[src/rtl/stage_preif.sv]
// Pre-IF stage: owns the fetch PC and drives the instruction SRAM one cycle ahead of IF.
// Applies branch/exception redirects and re-reads the held address while IF is stalled.
module stage_preif #(
    parameter logic [31:0] RESET_PC = 32'h1c000000,
    parameter logic [31:0] PC_STEP  = 32'd4
) (
    input  logic        clk,
    input  logic        rst,

    input  logic        allowout,
    output logic        validout,
    output logic [31:0] output_pc,
    output logic        cancel,

    input  logic        br_taken,
    input  logic [31:0] br_target,
    input  logic        br_stall,
    input  logic        ex_flush,
    input  logic [31:0] ex_target,

    output logic        inst_sram_en,
    output logic [3:0]  inst_sram_we,
    output logic [31:0] inst_sram_addr,
    output logic [31:0] inst_sram_wdata
);

    // Handshake: a PC moves into IF on a cycle where validout && allowout are both high.
    // validout never depends on allowout, and a redirect always suppresses the transfer.
    typedef enum logic {
        BOOT = 1'b0,
        RUN  = 1'b1
    } state_t;

    state_t      state;
    logic [31:0] fetch_pc;
    logic        fetch_valid;

    logic        in_run;
    logic        redirect;
    logic        fire;
    logic [31:0] target;
    logic [31:0] seq_pc;
    logic [31:0] next_addr;

    assign in_run   = (state == RUN);
    assign redirect = in_run & (ex_flush | br_taken);
    assign target   = ex_flush ? ex_target : br_target;
    assign seq_pc   = fetch_pc + PC_STEP;

    assign validout = in_run & fetch_valid & ~br_stall & ~redirect;
    assign fire     = validout & allowout;
    assign cancel   = redirect;

    // The address on the SRAM this cycle is the PC that IF will see next cycle.
    always_comb begin
        next_addr = fetch_pc;
        if (!in_run) begin
            next_addr = RESET_PC;
        end else if (redirect) begin
            next_addr = target;
        end else if (fire) begin
            next_addr = seq_pc;
        end
    end

    assign inst_sram_en    = ~rst;
    assign inst_sram_we    = 4'b0000;
    assign inst_sram_addr  = next_addr;
    assign inst_sram_wdata = 32'h0000_0000;
    assign output_pc       = fetch_pc;

    always_ff @(posedge clk or posedge rst) begin
        if (rst) begin
            state       <= BOOT;
            fetch_pc    <= RESET_PC;
            fetch_valid <= 1'b0;
        end else begin
            case (state)
                BOOT: begin
                    state       <= RUN;
                    fetch_pc    <= RESET_PC;
                    fetch_valid <= 1'b1;
                end
                RUN: begin
                    fetch_pc    <= next_addr;
                    fetch_valid <= 1'b1;
                end
                default: begin
                    state       <= BOOT;
                    fetch_pc    <= RESET_PC;
                    fetch_valid <= 1'b0;
                end
            endcase
        end
    end

endmodule

[config.mk]
export PLATFORM = sky130hd
export DESIGN_NAME = stage_preif
export DESIGN_NICKNAME = d
export VERILOG_FILES = /design/src/rtl/stage_preif.sv
export SDC_FILE = /design/constraint.sdc
export NUM_CORES = 1
export LEC_CHECK = 0
export BUFFER_PORTS_ARGS = -buffer_cell sky130_fd_sc_hd__clkbuf_2
export CAP_MARGIN = 40
export CELL_PAD_IN_SITES_DETAIL_PLACEMENT = 0
export CELL_PAD_IN_SITES_GLOBAL_PLACEMENT = 1
export CORE_UTILIZATION = 30
export CTS_CLUSTER_DIAMETER = 200
export DETAILED_ROUTE_END_ITERATION = 8
export GPL_ROUTABILITY_DRIVEN = 0
export PLACE_DENSITY_LB_ADDON = 0.1
export SYNTH_ARGS = -nofsm -noshare
export SYNTH_HDL_FRONTEND = slang
export SYNTH_SLANG_ARGS = --single-unit
[constraint.sdc]
create_clock -name clk -period 6.7 [get_ports clk]
set_input_delay 1.34 -clock clk [delete_from_list [all_inputs] [get_ports clk]]
set_output_delay 1.34 -clock clk [all_outputs]
set_load 0.1 [all_outputs]
-- Word level (Yosys, flattened, before mapping)
Index checks and enable logic that the tools add are counted.
- bits in registers: 33
- input port bits: 70
- output and inout bits: 103
- word-level logic and storage cells: 17
- $add $sub $neg: 1
- multiplexer cells: 5
- bitwise operators: 9
- operator list (kind ; count):
    $mux 32 ; 4
    $pmux 32 s2 ; 1
    $add 32x3->32 const B ; 1
    $and 1x1->1 ; 4
    $not 1->1 ; 4
    $or 1x1->1 ; 1

-- Longest topological paths before layout
- depth in word-level cells: 9
- mapped depth: 7
- mapped depth without buffers: 6

-- Least setup slack after synthesis
No wires, ideal clock.
- path type: input to output
- start: in ex_flush
- end: out inst_sram_addr[7]
- arrival time: 5.575 ns
- data required time: 5.360 ns
- slack: -0.215 ns
- cell stages on the path: 6
- buffers on the path: 2
- cells stage by stage: buf_6 or4b_1 buf_6 nor3_1 xnor2_1 o41ai_1
- word-level cells in the longest chain between the ends: 8
- elaborated cells between the ends (all ways): 9
- those cells by class: mux: 4; bitwise: 5
- RTL lines (what ; RTL line ; RTL):
    start: declaration ; 18 ; input logic ex_flush,
    $or 1x1->1 ; 46 ; assign redirect = in_run & (ex_flush | br_taken);
    $and 1x1->1 ; 46 ;
    $not 1->1 ; 50 ; assign validout = in_run & fetch_valid & ~br_stall & ~redirect;
    $and 1x1->1 ; 50 ;
    $and 1x1->1 ; 51 ; assign fire = validout & allowout;
    $mux 32 ; 61 ; end else if (fire) begin
    $mux 32 * ; 59 ; end else if (redirect) begin
    $mux 32 * ; 57 ; if (!in_run) begin
    end: declaration ; 23 ; output logic [31:0] inst_sram_addr,
Every way passes the cells marked *; elsewhere a longest branch is shown, timed or not.

-- Worst setup path after layout
- start: in ex_flush
- end: out inst_sram_addr[29]
Same word-level chain as after synthesis.

==> summary.txt <==
Drt
  – DRT iter0 DRCs: 46
  – ANT nets after route: 0
  – DR WL/cell: 14.6 um
  – Via count: around 2.3k
  – Drt drc: 0
  – Post-Route WL: a little over 7000 um
  – Via-per-instance ratio: 4.71
  – First-pass iteration count of the detailed router: 4

Global routing
  – Initial antenna violation count: 0
  – First-pass GRT wire length: 11,700 um
  – Largest net degree at the start of global routing: 34
  – Grt ovf: 0
  – Vias in the first global route: 2,256
  – Total track usage: between 15 and 20%

Setup path
  – CP Launch Type: input pin
  – Arrival @ worst endpoint: 4200 ps
  – Worst Path Max Fanout: 17
  – CP Data Required Time: 5360 ps
  – Critical path type: in2out
  – Worst setup EP type: output port
  – Worst R2R Setup Slack: roughly 4300 ps

Yosys
  – Synth warn: 0
  – Sequential share of the synthesized area: 34.7%
  – Post-synth EDFFs: 0
  – Yosys top cell area share: roughly a third
  – Most used flip-flop cell after synthesis: dfrtp_1
  – Mapped Cells: 261
  – Post-synthesis cell type count: 36
  – Biggest area consumer among synthesized cells: dfrtp_1
  – Top cells by area, synth: dfrtp_1 (31%), buf_4 (11%), o221ai_1 (6.6%)
  – #FFs+latches synth: 33
  – Asr flop ratio synth: 100%
  – Mapped Area: 2390 um2
  – Mapped Avg Cell Area: ~9.1 um2

Final layout
  – Final cell utilization of the core: 41.1%
  – Register area: around 830 um2
  – Antenna diodes: 0
  – Fillers: 835
  – Area Overhead vs Synth: 32.9%
  – Finished Layout Cells: 498
  – Layout cells sized above 1: 41.2%
  – Nets: 466
  – Area of the multi-input gates: roughly 1300 um2

STA
  – Slew at the pin closest to its max-slew limit: ~800 ps
  – Final hold viol count: 0
  – Pins Over Slew Limit: 0
  – Clock Skew: 10.7 ps
  – Rel. slew slack: a little under half
  – Unrepaired setup endpoints after global routing: no
  – Fin Setup TNS: 0 ps
  – Hold_ws: a little under 600 ps
  – Maximum clock frequency: roughly 180 MHz
  – Post-route clock period utilization: 82.6%
  – Minimum clock period: 5540 ps
  – Finish-stage setup viols: 0

Clock tree
  – Clock Path Buffers: 2
  – Clk_lat worst skew: 290 ps
  – Root buf cell: clkbuf_8
  – CTS resizes: 0
  – Postcts setup bufs: 0
  – CTS tree: built
  – Clock net sink count: 33
  – H-tree depth: 2
  – Clock-pin slew on the worst setup and hold paths: 70 ps
  – Hold buffer count at cts: 0
  – Num CTS Buffers: 5

Flow run
  – Max Cap Violations: 0

Placed design
  – Dpl cells: slightly below 500
  – IO Port Bufs: 136
  – DP HPWL: 5560 um

Die
  – Die Area: 8320 um2
  – Initial Utilization: just over 30%
  – Die Ht: 91.2 um
  – Die W: 91.2 um
  – Site Rows: 32
  – Core Area: 7730 um2
  – I/O Pins: 173

Hold path
  – Worst Hold Class: reg2reg

Run status
  – Outcome: complete, no violations

Power and ir drop
  – Maximum VDD drop: 102 uV
  – Power per Cell Area: 259 nW/um2
  – Leak pwr: between 1.5 and 2 nW
  – Total chip power: 823 uW
==> layout by cell type, fill, tap and decap left out, drive strengths merged, types with 2 or more instances in the layout <==
cell,n
o22ai,2
mux2i,2
nor4,5
xor2,18
nand3,13
dfstp,3
buf,4
a22oi,3
or4,2
nor2,15
clkbuf,143
o21ai,7
dfrtp,30
conb,37
inv,9
a211oi,5
and3,4
and4,2
o2bb2ai,2
and2,2
nand4,14
a21oi,20
nor3,7
o211ai,3
o221ai,18
xnor2,10
nand2,8
==> Yosys cell counts, types with 7 or more instances <==
master and instances:
nor3_1 7, xnor2_1 10, nor2_1 15, xor2_1 18, inv_1 9, nand4_1 14, nand3_1 13, o221ai_1 18
nand2_1 8, buf_4 36, clkbuf_1 10, dfrtp_1 30, o21ai_0 7, a21oi_1 20
==> sequential cells by signal (all words and copies together) (netlist names) <==
signal     flops
in_run         1
output_pc     32
==> layer usage <==
layer / vias up / part of all wire (%) / global-route usage [%]
li1: 1171 / - / -
met1: 1074 / 44 / 23.2
met2: 97 / 50 / 30.8
met3: 5 / 5.3 / 3.35
met4: 0 / 0.83 / 3.97
met5: - / 0 / 0
==> cell families (layout without fill, tap and decap cells) <==
| family | Yosys count | after routing | synth area share, % |
|---|---|---|---|
| fa+ha+maj | 1 | 1 | 0.524 |
| simple gates | 73 | 73 | 19.2 |
| compound gates | 63 | 63 | 18.1 |
| xor+xnor | 28 | 28 | 10.3 |
| other cells | 2 | 37 | 0.315 |
| mux | 3 | 3 | 1.31 |
| buf+inv | 58 | 158 | 15.5 |
| flops | 33 | 33 | 34.7 |
==> critical path, stage by stage <==
cell	delay [ps]
clkbuf_2	250
or4b_1	810
nor4_4	660
nand3_1	160
xor2_1	160
a211oi_1	290
clkbuf_2	510
==> cell type report <==
cell class,instances,share of cell area [%]
multi-input cells,205,42.1
flip-flops and latches,33,26.1
clock inverters,2,1.18
clock buffers,6,2.60
repair buffers,141,22.9
inverters,9,1.06
well taps,102,4.02
==> path summary, 6_finish.rpt <==
path | start | cells after the start | end
max in group asynchronous | rst | 3 | output_pc[28]
min reg2reg | output_pc[31] | 2 | output_pc[31]
max | ex_flush | 7 | inst_sram_addr[29]
max reg2reg | in_run | 5 | output_pc[29]
min in group asynchronous | rst | 3 | output_pc[6]
min | output_pc[31] | 2 | output_pc[31]
==> stage by stage <==
stage / worst slack [ps] / instance area [um2]
floorplan: 128 / 2530
global placement: 1180 / 3030
detailed placement: 1100 / 3050
CTS: 1110 / 3170
global route: 924 / 3170
finish: 1160 / 3170
==> where the power goes <==
part / internal (mW) / switching (mW)
clock: 0.121 / 0.0778
combinational: 0.0523 / 0.341
sequential: 0.213 / 0.0177
total: 0.386 / 0.437
Power figures use the tool's default switching activity.
